$ cat config.mk
export PLATFORM = sky130hd
export DESIGN_NAME = ct_ifu_spsram_512x44_ctrl
export DESIGN_NICKNAME = d
export VERILOG_FILES = /design/src/rtl/ct_ifu_spsram_512x44_ctrl.sv
export SDC_FILE = /design/constraint.sdc
export NUM_CORES = 1
export LEC_CHECK = 0
export BUFFER_PORTS_ARGS = -buffer_cell sky130_fd_sc_hd__clkbuf_2
export CAP_MARGIN = 20
export CORE_AREA = 2 2 118 120
export CTS_BUF_LIST = sky130_fd_sc_hd__clkbuf_4 sky130_fd_sc_hd__clkbuf_8
export DETAILED_ROUTE_END_ITERATION = 7
export DIE_AREA = 0 0 120 122
export PLACE_DENSITY = 0.55
export SYNTH_ARGS = -nofsm -noshare
export SYNTH_HDL_FRONTEND = slang
export SYNTH_SLANG_ARGS = --single-unit
$ cat constraint.sdc
create_clock -name forever_cpuclk -period 1.66 [get_ports forever_cpuclk]
set_input_delay 0.083 -clock forever_cpuclk [delete_from_list [all_inputs] [get_ports forever_cpuclk]]
set_output_delay 0.083 -clock forever_cpuclk [all_outputs]
set_load 0.1 [all_outputs]
$ cat src/rtl/ct_ifu_spsram_512x44_ctrl.sv
// Front-end controller for the IFU 512x44 single-port SRAM. It sweeps the array
// after reset or invalidate, arbitrates write-over-read and returns read data one cycle later.
module ct_ifu_spsram_512x44_ctrl #(
  parameter int ADDR_WIDTH = 9,
  parameter int DATA_WIDTH = 44,
  parameter logic [DATA_WIDTH-1:0] INIT_VAL = '0
) (
  input  logic                  forever_cpuclk,
  input  logic                  cpurst_b,
  input  logic                  inv_req,
  output logic                  inv_busy,
  input  logic                  wr_req,
  input  logic [ADDR_WIDTH-1:0] wr_idx,
  input  logic [DATA_WIDTH-1:0] wr_data,
  input  logic [DATA_WIDTH-1:0] wr_mask,
  output logic                  wr_grant,
  input  logic                  rd_req,
  input  logic [ADDR_WIDTH-1:0] rd_idx,
  output logic                  rd_grant,
  output logic                  rd_data_vld,
  output logic [DATA_WIDTH-1:0] rd_data,
  output logic [ADDR_WIDTH-1:0] sram_a,
  output logic                  sram_cen,
  output logic                  sram_gwen,
  output logic [DATA_WIDTH-1:0] sram_wen,
  output logic [DATA_WIDTH-1:0] sram_d,
  input  logic [DATA_WIDTH-1:0] sram_q
);

  typedef enum logic [1:0] {IDLE, INIT, RUN} state_t;

  state_t                state;
  state_t                state_nxt;
  logic [ADDR_WIDTH-1:0] init_cnt;
  logic [DATA_WIDTH-1:0] rd_hold;
  logic                  sweep_last;

  assign sweep_last = &init_cnt;
  assign inv_busy   = (state != RUN);

  // The sweep counter wraps to zero on its last write, so a later invalidate starts at entry 0.
  always_ff @(posedge forever_cpuclk or negedge cpurst_b) begin
    if (!cpurst_b) begin
      state    <= IDLE;
      init_cnt <= '0;
    end else begin
      state <= state_nxt;
      if (state == INIT)
        init_cnt <= init_cnt + ADDR_WIDTH'(1);
    end
  end

  always_comb begin
    state_nxt = state;
    wr_grant  = 1'b0;
    rd_grant  = 1'b0;
    sram_a    = '0;
    sram_d    = '0;
    sram_cen  = 1'b1;
    sram_gwen = 1'b1;
    sram_wen  = '1;
    case (state)
      IDLE: state_nxt = INIT;
      INIT: begin
        sram_a    = init_cnt;
        sram_d    = INIT_VAL;
        sram_cen  = 1'b0;
        sram_gwen = 1'b0;
        sram_wen  = '0;
        if (sweep_last)
          state_nxt = RUN;
      end
      RUN: begin
        // Invalidate outranks every requestor; the pending requests simply wait out the sweep.
        if (inv_req) begin
          state_nxt = INIT;
        end else if (wr_req) begin
          wr_grant  = 1'b1;
          sram_a    = wr_idx;
          sram_d    = wr_data;
          sram_wen  = ~wr_mask;
          sram_gwen = 1'b0;
          sram_cen  = 1'b0;
        end else if (rd_req) begin
          rd_grant = 1'b1;
          sram_a   = rd_idx;
          sram_cen = 1'b0;
        end
      end
      default: state_nxt = IDLE;
    endcase
  end

  // A granted read always returns next cycle, even if an invalidate arrives meanwhile.
  always_ff @(posedge forever_cpuclk or negedge cpurst_b) begin
    if (!cpurst_b) begin
      rd_data_vld <= 1'b0;
      rd_hold     <= '0;
    end else begin
      rd_data_vld <= rd_grant;
      if (rd_data_vld)
        rd_hold <= sram_q;
    end
  end

  assign rd_data = rd_data_vld ? sram_q : rd_hold;

endmodule

==> results of run 1 <==
==> area by class of cell <==
type	instances	area, sq um
Clock inverter	3	22.52
Fill cell	948	4539
Inverter	4	31.28
Sequential cell	56	1405
Multi-Input combinational cell	192	2356
Clock buffer	5	68.82
Tap cell	180	225.2
Timing Repair Buffer	384	4856
==> state kept, by name, indices dropped and copies added (netlist names) <==
signal	cells
init_cnt	9
rd_data_vld	1
rd_hold	44
state	2
==> logic make-up (layout without fill, tap and decap cells) <==
kind of cell	after synthesis	after routing	share of synthesized area [%]
flip-flops	56	56	46.28
adder cells (fa/ha/maj)	7	7	2.892
buffers and inverters	28	396	5.372
multiplexers	47	47	17.48
XOR/XNOR	7	7	2.025
AO/OA/AOI/OAI	56	56	10.99
AND/OR/NAND/NOR	74	75	14.96
==> worst max path at each step <==
stage | startpoint | to | slack, ns
6_report | state[1] | sram_a[5] | -0.39
5_1_grt | state[1] | sram_a[0] | -0.51
4_1_cts | state[1] | sram_a[5] | -0.42
3_5_place_dp | state[0] | sram_d[39] | -0.10
3_3_place_gp | state[0] | sram_gwen | -0.04
2_1_floorplan | state[1] | sram_cen | -0.35
==> layer usage <==
metal | vias to the layer above | GRT usage, %
li1 | 1699 | -
met1 | 1766 | 19.85
met2 | 194 | 37.64
met3 | 17 | 6.695
met4 | 0 | 4.632
met5 | - | 0
==> cells in the final DEF (no fill, tap or decap), types with 2 or more instances in the layout <==
| master | netlist | final |
|---|---|---|
| buf_12 | 0 | 163 |
| clkbuf_2 | 0 | 154 |
| dfrtp_1 | 56 | 55 |
| and2_4 | 0 | 44 |
| mux2_4 | 0 | 44 |
| buf_4 | 1 | 32 |
| o21ai_4 | 0 | 28 |
| buf_6 | 5 | 19 |
| a21oi_4 | 0 | 17 |
| nor2b_4 | 0 | 10 |
| a222oi_1 | 9 | 9 |
| clkbuf_16 | 0 | 7 |
| ha_1 | 7 | 5 |
| clkbuf_8 | 0 | 5 |
| buf_16 | 0 | 5 |
| nand4_1 | 4 | 4 |
| nor2_1 | 4 | 4 |
| xnor2_1 | 4 | 4 |
| nand2_1 | 4 | 4 |
| xor2_1 | 3 | 3 |
| mux2_2 | 47 | 3 |
| buf_8 | 0 | 3 |
| inv_6 | 0 | 2 |
| nor2b_1 | 12 | 2 |
| ha_4 | 0 | 2 |
==> worst reg2reg max path, delay by kind of cell, from the launching register on <==
kind                       cells  cell delay (ns)
adders and majority gates      1             0.16
buffers and inverters          4             0.44
muxes                          1             0.34
DFF                            1             0.43
and+or+nand+nor                2             0.24
==> timing repair <==
item | CTS | global route
hold buffers | 1 | 0
setup buffers | 13 | 13
resized for setup | 48 | 24
hold endpoints to repair | 56 | 0
cloned | 7 | 8
pin swaps | 16 | 20
endpoints found under the setup margin | 104 | 150
==> stage by stage <==
stage / instances / instance area (sq um)
3_5_place_dp: 780 / 8092
6_report: 824 / 8965
4_1_cts: 808 / 8660
5_1_grt: 824 / 8965
3_3_place_gp: 780 / 8092
2_1_floorplan: 275 / 3879
==> power by group through the flow <==
stage          sequential [mW]  clock [mW]  combinational [mW]
6_report                  1.36       0.787               0.264
5_1_grt                   1.36       0.881               0.288
4_1_cts                   1.36       0.828               0.265
3_5_place_dp              1.39           0               0.256
3_3_place_gp              1.39           0               0.249
2_1_floorplan             1.39           0             0.00383
==> out/qor.txt, run 1 <==
Setup WS post-layout = -0.3933 ns
Worst Reg-to-Reg Cells = 8
Seq/Total Area, Yosys = 46.28%
Vias in the first global route = 3,932
Most common cell in the synthesized netlist = dfrtp_1
Worst min-delay path category = input port to flop
Clock power share = 32.6%
CTS buffer count = 5
CTS tree = done
Fin nets = 805
Post-Place Worst Slack = -0.1014 ns
Layout overhead on the synthesized area = 196.1%
CP bufs+invs = 3
Initial antenna violation count = 0
Most used flip-flop cell after synthesis = dfrtp_1
Pwr/cell area = 269.3 mW/mm^2
Syn_nets = 437
RR Endpoint = state[1]
Slew headroom = 74.23%
H-tree Lvls = 2
Worst Path Max Fanout = 4
Worst path cell trace = ha_4 -> and4bb_2 -> buf_6 -> a222oi_1 -> buf_4 -> nor2b_4 -> buf_12
Met2 wire length = 8706 um
Number of diodes = 0
Maxcap violations = 0
Post-synth EDFFs = 0
Setup Skew = 0.005836 ns
Setup CP Type = flop to output port
Total grt overflow = 0
Failing checks = setup timing
Net switching power = 0.6079 mW
Placeable Area = 0.01350 sq mm
Final Max Slew Viols = 0
DR vias = 3,676
Initial Util = 22.42%
CP Capture Type = output port
Final setup viols = 146
Synthesis Warnings = 0
Clock transition at path regs = 0.11 ns
PortBufs = 301
Syn Std Cell Area = 0.003028 sq mm
CP max stage cell = dfrtp_1
Tot Pwr = 2.414 mW
Iteration-0 DRC count of the detailed router = 111
CP top delay family = buffers and inverters
DRC = 0
Fin Hold WS = 0.02522 ns
Root Buffer Master = clkbuf_8
Total leakage power = 4.200 nW
WL/cell = 18.82 um
Worst Setup Start Kind = flop
Worst path depth = 7
Avg Vias per Cell = 4.461
Die Area = 0.01464 sq mm
Unique masters post-synth = 26
Fmax = 487.0 MHz
Router iterations before antenna repair = 4
Routability congestion estimate = 0.8370
Metal3 WL = 1285 um
Core Util, Final = 66.39%
Pint = 1.806 mW
Clock sinks = 56
Post-synth top cells = dfrtp_1 (56), mux2_2 (47), and2_1 (44), o21ai_0 (29), a21oi_1 (16)
Async SR Flop Fraction = 100.0%
Slowest stage delay, CP = 0.44 ns
Status = finished with violations
Main area contributors after synthesis = dfrtp_1 (46%), mux2_2 (17%), and2_1 (9.1%), o21ai_0 (4.8%), a222oi_1 (3.0%)
Largest net degree at the start of global routing = 57
Final WL = 15,510 um
Antenna Nets Post-Route = 0
Largest buffer count on any clock path = 2
Comb pwr share = 10.9%
First-pass GRT wire length = 22,020 um
RSZ-0062 raised after global routing = true
Met1 wire length = 5266 um
Post-Synthesis Cells = 275
Worst Max-Slew Pin Slew = 0.3858 ns
Tmin final = 2.053 ns
Reg power frac = 56.5%
Max VDD drop = 0.4845 mV
Tcrit/Tclk final = 123.7%
Mapped Avg Cell Area = 11.01 sq um
Worst EP required = 1.58 ns
Final HPWL DP = 11,570 um
Share of cells above drive strength 1 = 85.09%
I/O Pins = 302
Chip Height = 122 um
Worst Hold Depth = 2
FF-to-FF setup slack = -0.05 ns
Yosys top cell by area = dfrtp_1
Top layer in use = met4
Worst Hold Launch = sram_q[12]
Clock latency on the worst-skew pair = 0.31 ns
Site Rows = 43
Hold EP = rd_hold[12]
Hold Vio Cnt, Final = 0
Critical R2R Launch = state[1]
Synth Register Bits = 56
Aggregate negative setup slack = -30.97 ns
Top cell type's share of synthesized area = 46.28%
Gr usage total = 19.41%
DIE WIDTH = 120 um
Sw frac = 25.19%
Arr. time, crit path = 1.97 ns
(Power assumes the default switching activity.)
==> run 2, diff against run 1 <==
- CORE_AREA: 2 2 118 120 -> 4 4 114 116
- DIE_AREA: 0 0 120 122 -> 0 0 118 120
- PLACE_DENSITY: 0.55 -> 0.6
==> out/qor.txt, run 2 (synthesis results as in run 1) <==
DRC = 0 (unchanged)
Chip Height = 120 um (was 122 um)
H-tree Lvls = 2 (unchanged)
Status = finished with violations (unchanged)
Worst Hold Launch = sram_q[28] (was sram_q[12])
Site Rows = 40 (was 43)
Share of cells above drive strength 1 = 85.35% (was 85.09%)
Initial Util = 25.42% (was 22.42%)
Clock sinks = 56 (unchanged)
Worst Setup Start Kind = flop (unchanged)
Tcrit/Tclk final = 126.8% (was 123.7%)
Sequential Area = 0.001406 sq mm (was 0.001405 sq mm)
Tmin final = 2.105 ns (was 2.053 ns)
Total grt overflow = 0 (unchanged)
Avg Vias per Cell = 4.839 (was 4.461)
Vias in the first global route = 4,184 (was 3,932)
Antenna Nets Post-Route = 0 (unchanged)
Worst Max-Slew Pin Slew = 0.4489 ns (was 0.3858 ns)
PortBufs = 301 (unchanged)
DR vias = 3,789 (was 3,676)
Slew headroom = 70.08% (was 74.23%)
Largest buffer count on any clock path = 2 (unchanged)
RR Endpoint = state[1] (unchanged)
Dpl cell area = 0.007953 sq mm (was 0.008092 sq mm)
Worst min-delay path category = input port to flop (unchanged)
Router iterations before antenna repair = 5 (was 4)
Core Util, Final = 74.25% (was 66.39%)
Arr. time, crit path = 2.02 ns (was 1.97 ns)
Layout overhead on the synthesized area = 192.1% (was 196.1%)
Worst EP required = 1.58 ns (about the same)
Placeable Area = 0.01191 sq mm (was 0.01350 sq mm)
Final HPWL DP = 12,220 um (was 11,570 um)
Largest net degree at the start of global routing = 38 (was 57)
Maxcap violations = 0 (unchanged)
Top flop regs = rd_hold: 44 flops, init_cnt: 9 flops, state: 2 flops (unchanged)
Iteration-0 DRC count of the detailed router = 188 (was 111)
Routability congestion estimate = 0.8939 (was 0.8370)
Max reg flops = 44 (unchanged)
Failing checks = setup timing (unchanged)
Largest Register = rd_hold (unchanged)
Fin nets = 796 (was 805)
Leading cell types in the layout, fill and taps excluded = buf_12 (167), clkbuf_2 (154), dfrtp_1 (54) (was buf_12 (163), clkbuf_2 (154), dfrtp_1 (55))
Initial antenna violation count = 1 (was 0)
Final setup viols = 136 (was 146)
Aggregate negative setup slack = -32.51 ns (was -30.97 ns)
Root Buffer Master = clkbuf_8 (unchanged)
I/O Pins = 302 (unchanged)
Final WL = 17,120 um (was 15,510 um)
CTS tree = done (unchanged)
Area of the multi-input gates = 0.002370 sq mm (was 0.002356 sq mm)
CTS buffer count = 5 (unchanged)
Critical R2R Launch = init_cnt[0] (was state[1])
Fmax = 475.2 MHz (was 487.0 MHz)
Die Area = 0.01416 sq mm (was 0.01464 sq mm)
Worst Reg-to-Reg Cells = 7 (was 8)
Hold EP = rd_hold[28] (was rd_hold[12])
Worst Hold Depth = 2 (unchanged)
Hold Vio Cnt, Final = 0 (unchanged)
RSZ-0062 raised after global routing = true (unchanged)
Setup Skew = 0.009614 ns (was 0.005836 ns)
CP Capture Type = output port (unchanged)
Commonest non-fill, non-tap cell in the layout = buf_12 (unchanged)
FF-to-FF setup slack = 0.04 ns (was -0.05 ns)
Worst Path Max Fanout = 7 (was 4)
Clock latency on the worst-skew pair = 0.32 ns (was 0.31 ns)
Setup CP Type = flop to output port (unchanged)
Final instance area = 0.008845 sq mm (was 0.008965 sq mm)
Filler cells = 701 (was 948)
Gr usage total = 21.64% (was 19.41%)
First-pass GRT wire length = 24,130 um (was 22,020 um)
Setup WS post-layout = -0.4445 ns (was -0.3933 ns)
Final Max Slew Viols = 0 (unchanged)
WL/cell = 21.87 um (was 18.82 um)
Clock transition at path regs = 0.11 ns (about the same)
Pwr/cell area = 274.6 mW/mm^2 (was 269.3 mW/mm^2)
Total leakage power = 4.148 nW (was 4.200 nW)
Max VDD drop = 0.3890 mV (was 0.4845 mV)
DIE WIDTH = 118 um (was 120 um)
==> run 2: what timing repair did <==
item	4_1_cts	5_1_grt
hold endpoints to repair	56	0
pin swaps	11	5
cloned	9	3
endpoints found under the setup margin	137	147
hold buffers	1	0
setup buffers	16	8
gates resized for setup	42	33
==> run 2: worst max-delay path: stages (launching register included) <==
cell and delay, ns:
dfrtp_2 0.46, ha_4 0.20, and3b_2 0.27, a222oi_1 0.39, buf_4 0.19, nor2b_4 0.04, buf_12 0.16
==> run 2: how the worst max path moves through the flow <==
stage,startpoint,to,cells past startpoint
5_1_grt,state[0],sram_a[6],7
4_1_cts,state[0],sram_a[5],6
3_3_place_gp,state[0],sram_wen[32],7
2_1_floorplan,state[1],sram_cen,8
6_report,state[1],sram_a[6],6
3_5_place_dp,state[0],sram_wen[32],7
==> run 2: per-layer routing <==
layer / track usage (%) / vias up / wire (um)
met5: 0 / - / 0
met4: 7.033 / 0 / 436
met3: 6.833 / 28 / 1334
met2: 42.11 / 208 / 9788
met1: 21.71 / 1876 / 5563
li1: - / 1677 / -
==> run 2: where the power goes <==
| part | switching, mW | internal [mW] |
|---|---|---|
| logic | 0.132 | 0.140 |
| registers | 0 | 1.36 |
| clock network | 0.481 | 0.312 |
==> run 2: layout make-up <==
cell class / count / area share (%)
Tap cell: 147 / 2.079
Inverter: 4 / 0.2971
Multi-Input combinational cell: 193 / 26.79
Timing Repair Buffer: 374 / 53.84
Antenna cell: 1 / 0.02829
Sequential cell: 56 / 15.90
Clock inverter: 3 / 0.2829
Clock buffer: 5 / 0.7780
==> run 2: stage by stage <==
stage	worst slack, ns	power, mW	hold slack (ns)	instances
after floorplan	-0.3542	1.394	-0.2126	275
after global placement	-0.1057	1.634	-0.09763	739
after detailed placement	-0.1698	1.642	-0.09669	739
after CTS	-0.3700	2.460	0.009572	773
after global routing	-0.5030	2.559	0.006254	783
final	-0.4445	2.429	0.02463	783
==> run 3, diff against run 2 <==
- CELL_PAD_IN_SITES_DETAIL_PLACEMENT: default -> 0
- CELL_PAD_IN_SITES_GLOBAL_PLACEMENT: default -> 2
- CORE_AREA: 4 4 114 116 -> default
- CORE_ASPECT_RATIO: default -> 2
- CORE_UTILIZATION: default -> 19
- DIE_AREA: 0 0 118 120 -> default
- PLACE_DENSITY: 0.6 -> 0.83
==> out/qor.txt, run 3 (synthesis results as in run 1) <==
Commonest non-fill, non-tap cell in the layout = buf_12 (unchanged)
Top flop regs = rd_hold: 44 flops, init_cnt: 9 flops, state: 2 flops (unchanged)
Comb pwr share = 10.8% (was 11.2%)
FF-to-FF setup slack = 0.08 ns (was 0.04 ns)
Final setup viols = 138 (was 136)
Placeable Area = 0.01570 sq mm (was 0.01191 sq mm)
Worst Setup Start Kind = flop (unchanged)
Filler cells = 1,265 (was 701)
First-pass GRT wire length = 21,850 um (was 24,130 um)
Max VDD drop = 0.4616 mV (was 0.3890 mV)
Worst Reg-to-Reg Cells = 6 (was 7)
Worst Setup SP = state[1] (unchanged)
Chip Height = 180.5 um (was 120 um)
Hold Vio Cnt, Final = 0 (unchanged)
CTS buffer count = 5 (unchanged)
Core Util, Final = 55.58% (was 74.25%)
Avg Vias per Cell = 4.327 (was 4.839)
Pint = 1.830 mW (was 1.815 mW)
Slew headroom = 65.87% (was 70.08%)
Largest net degree at the start of global routing = 28 (was 38)
Sequential Area = 0.001405 sq mm (was 0.001406 sq mm)
Final WL = 14,510 um (was 17,120 um)
CP Capture Type = output port (unchanged)
Layout overhead on the synthesized area = 188.1% (was 192.1%)
Sw frac = 25.24% (was 25.27%)
Antenna Nets Post-Route = 0 (unchanged)
Pwr/cell area = 280.6 mW/mm^2 (was 274.6 mW/mm^2)
Share of cells above drive strength 1 = 85.44% (was 85.35%)
I/O Pins = 302 (unchanged)
Clock transition at path regs = 0.12 ns (was 0.11 ns)
Fin nets = 786 (was 796)
CTS tree = done (unchanged)
Worst Hold Launch = sram_q[21] (was sram_q[28])
Maxcap violations = 0 (unchanged)
DRC = 0 (unchanged)
Largest buffer count on any clock path = 2 (unchanged)
DR vias = 3,574 (was 3,789)
Hold EP = rd_hold[21] (was rd_hold[28])
Setup CP Type = flop to output port (unchanged)
Tmin final = 2.081 ns (was 2.105 ns)
Worst Hold Depth = 2 (unchanged)
Gr busiest metal = met2 (unchanged)
Number of diodes = 0 (was 1)
Total leakage power = 4.053 nW (was 4.148 nW)
Post-Place Worst Slack = -0.1132 ns (was -0.1698 ns)
Worst Path Max Fanout = 15 (was 7)
Clock sinks = 56 (unchanged)
Fin Hold WS = 0.01813 ns (was 0.02463 ns)
Met2 Use GR = 34.76% (was 42.11%)
DIE WIDTH = 91.27 um (was 118 um)
Cell Count, Final, Fillers Out = 826 (was 783)
Gr usage total = 16.85% (was 21.64%)
Final Max Slew Viols = 0 (unchanged)
Leading cell types in the layout, fill and taps excluded = buf_12 (157), clkbuf_2 (154), dfrtp_1 (55) (was buf_12 (167), clkbuf_2 (154), dfrtp_1 (54))
Status = finished with violations (unchanged)
Area of the multi-input gates = 0.002376 sq mm (was 0.002370 sq mm)
Worst min-delay path category = input port to flop (unchanged)
Largest Register = rd_hold (unchanged)
Total grt overflow = 0 (unchanged)
Clock latency on the worst-skew pair = 0.32 ns (about the same)
Net switching power = 0.6179 mW (was 0.6138 mW)
Iteration-0 DRC count of the detailed router = 90 (was 188)
Met1 Use GR = 16.06% (was 21.71%)
Setup Skew = 0.02042 ns (was 0.009614 ns)
Root Buffer Master = clkbuf_8 (unchanged)
Routing usage on met3 = 3.460% (was 6.833%)
Initial antenna violation count = 0 (was 1)
Fmax = 480.5 MHz (was 475.2 MHz)
H-tree Lvls = 2 (unchanged)
Initial Util = 19.29% (was 25.42%)
Post-placement cell count = 791 (was 739)
Tot Pwr = 2.448 mW (was 2.429 mW)
Worst EP required = 1.58 ns (about the same)
Max reg flops = 44 (unchanged)
Site Rows = 65 (was 40)
Failing checks = setup timing (unchanged)
Worst Max-Slew Pin Slew = 0.5120 ns (was 0.4489 ns)
Routability congestion estimate = 0.7517 (was 0.8939)
Critical R2R Launch = state[0] (was init_cnt[0])
RSZ-0062 raised after global routing = true (unchanged)
PortBufs = 301 (unchanged)
Setup WS post-layout = -0.4213 ns (was -0.4445 ns)
Clock power share = 33.5% (was 32.7%)
Die Area = 0.01648 sq mm (was 0.01416 sq mm)
Vias in the first global route = 4,087 (was 4,184)
RR Endpoint = state[1] (unchanged)
WL/cell = 17.56 um (was 21.87 um)
Arr. time, crit path = 2.00 ns (was 2.02 ns)
Reg power frac = 55.7% (was 56.1%)
Final HPWL DP = 11,390 um (was 12,220 um)
Tcrit/Tclk final = 125.4% (was 126.8%)
Router iterations before antenna repair = 4 (was 5)
-- run 3: what timing repair did --
action                                  CTS  global route
hold endpoints to repair                 15             0
pin swaps                                 4             9
hold buffers                              1             0
endpoints found under the setup margin  140           147
resized for setup                        24            30
buffers inserted                         10             7
gates cloned                              5             4
-- run 3: power groups by stage --
stage | logic [mW] | registers, mW | clock network [mW]
after floorplan | 0.00383 | 1.39 | 0
after global placement | 0.247 | 1.39 | 0
after detailed placement | 0.258 | 1.39 | 0
after CTS | 0.264 | 1.36 | 0.863
after global routing | 0.290 | 1.36 | 0.905
final | 0.264 | 1.36 | 0.821
-- run 3: routing by layer --
layer  vias up  part of all wire [%]
li1       1653                     -
met1      1696                    33
met2       208                    58
met3        17                   6.5
met4         0                   2.2
met5         -                     0
-- run 3: worst max-delay path, stage by stage (launching register included) --
cell and delay, ns:
dfrtp_1 0.44, ha_4 0.18, and3b_4 0.19, buf_12 0.14, a222oi_1 0.46, nor2b_4 0.08
buf_12 0.18
-- run 3: final cells by class --
class                   instances  share of cell area [%]
clock buffers                   6                  0.8749
clock inverters                 2                  0.2008
inverters                       4                  0.2438
multi-input cells             191                   27.24
flip-flops and latches         56                   16.11
well taps                     201                   2.883
repair buffers                366                   52.45
-- run 3: how the worst max path moves through the flow --
stage                endpoint  slack [ns]  cells past startpoint
CTS                 sram_a[5]       -0.45                      6
finish              sram_a[4]       -0.42                      6
global route        sram_a[4]       -0.49                      6
floorplan            sram_cen       -0.35                      8
detailed placement  sram_a[5]       -0.11                      7
global placement    sram_a[4]       -0.05                      7
-- run 3: through the flow --
step                      setup TNS [ns]  cell area (sq um)
after floorplan                   -14.80               3879
after global placement           -0.3065               7993
after detailed placement          -1.615               7993
after global routing              -44.22               8723
after CTS                         -36.65               8432
final                             -34.48               8723
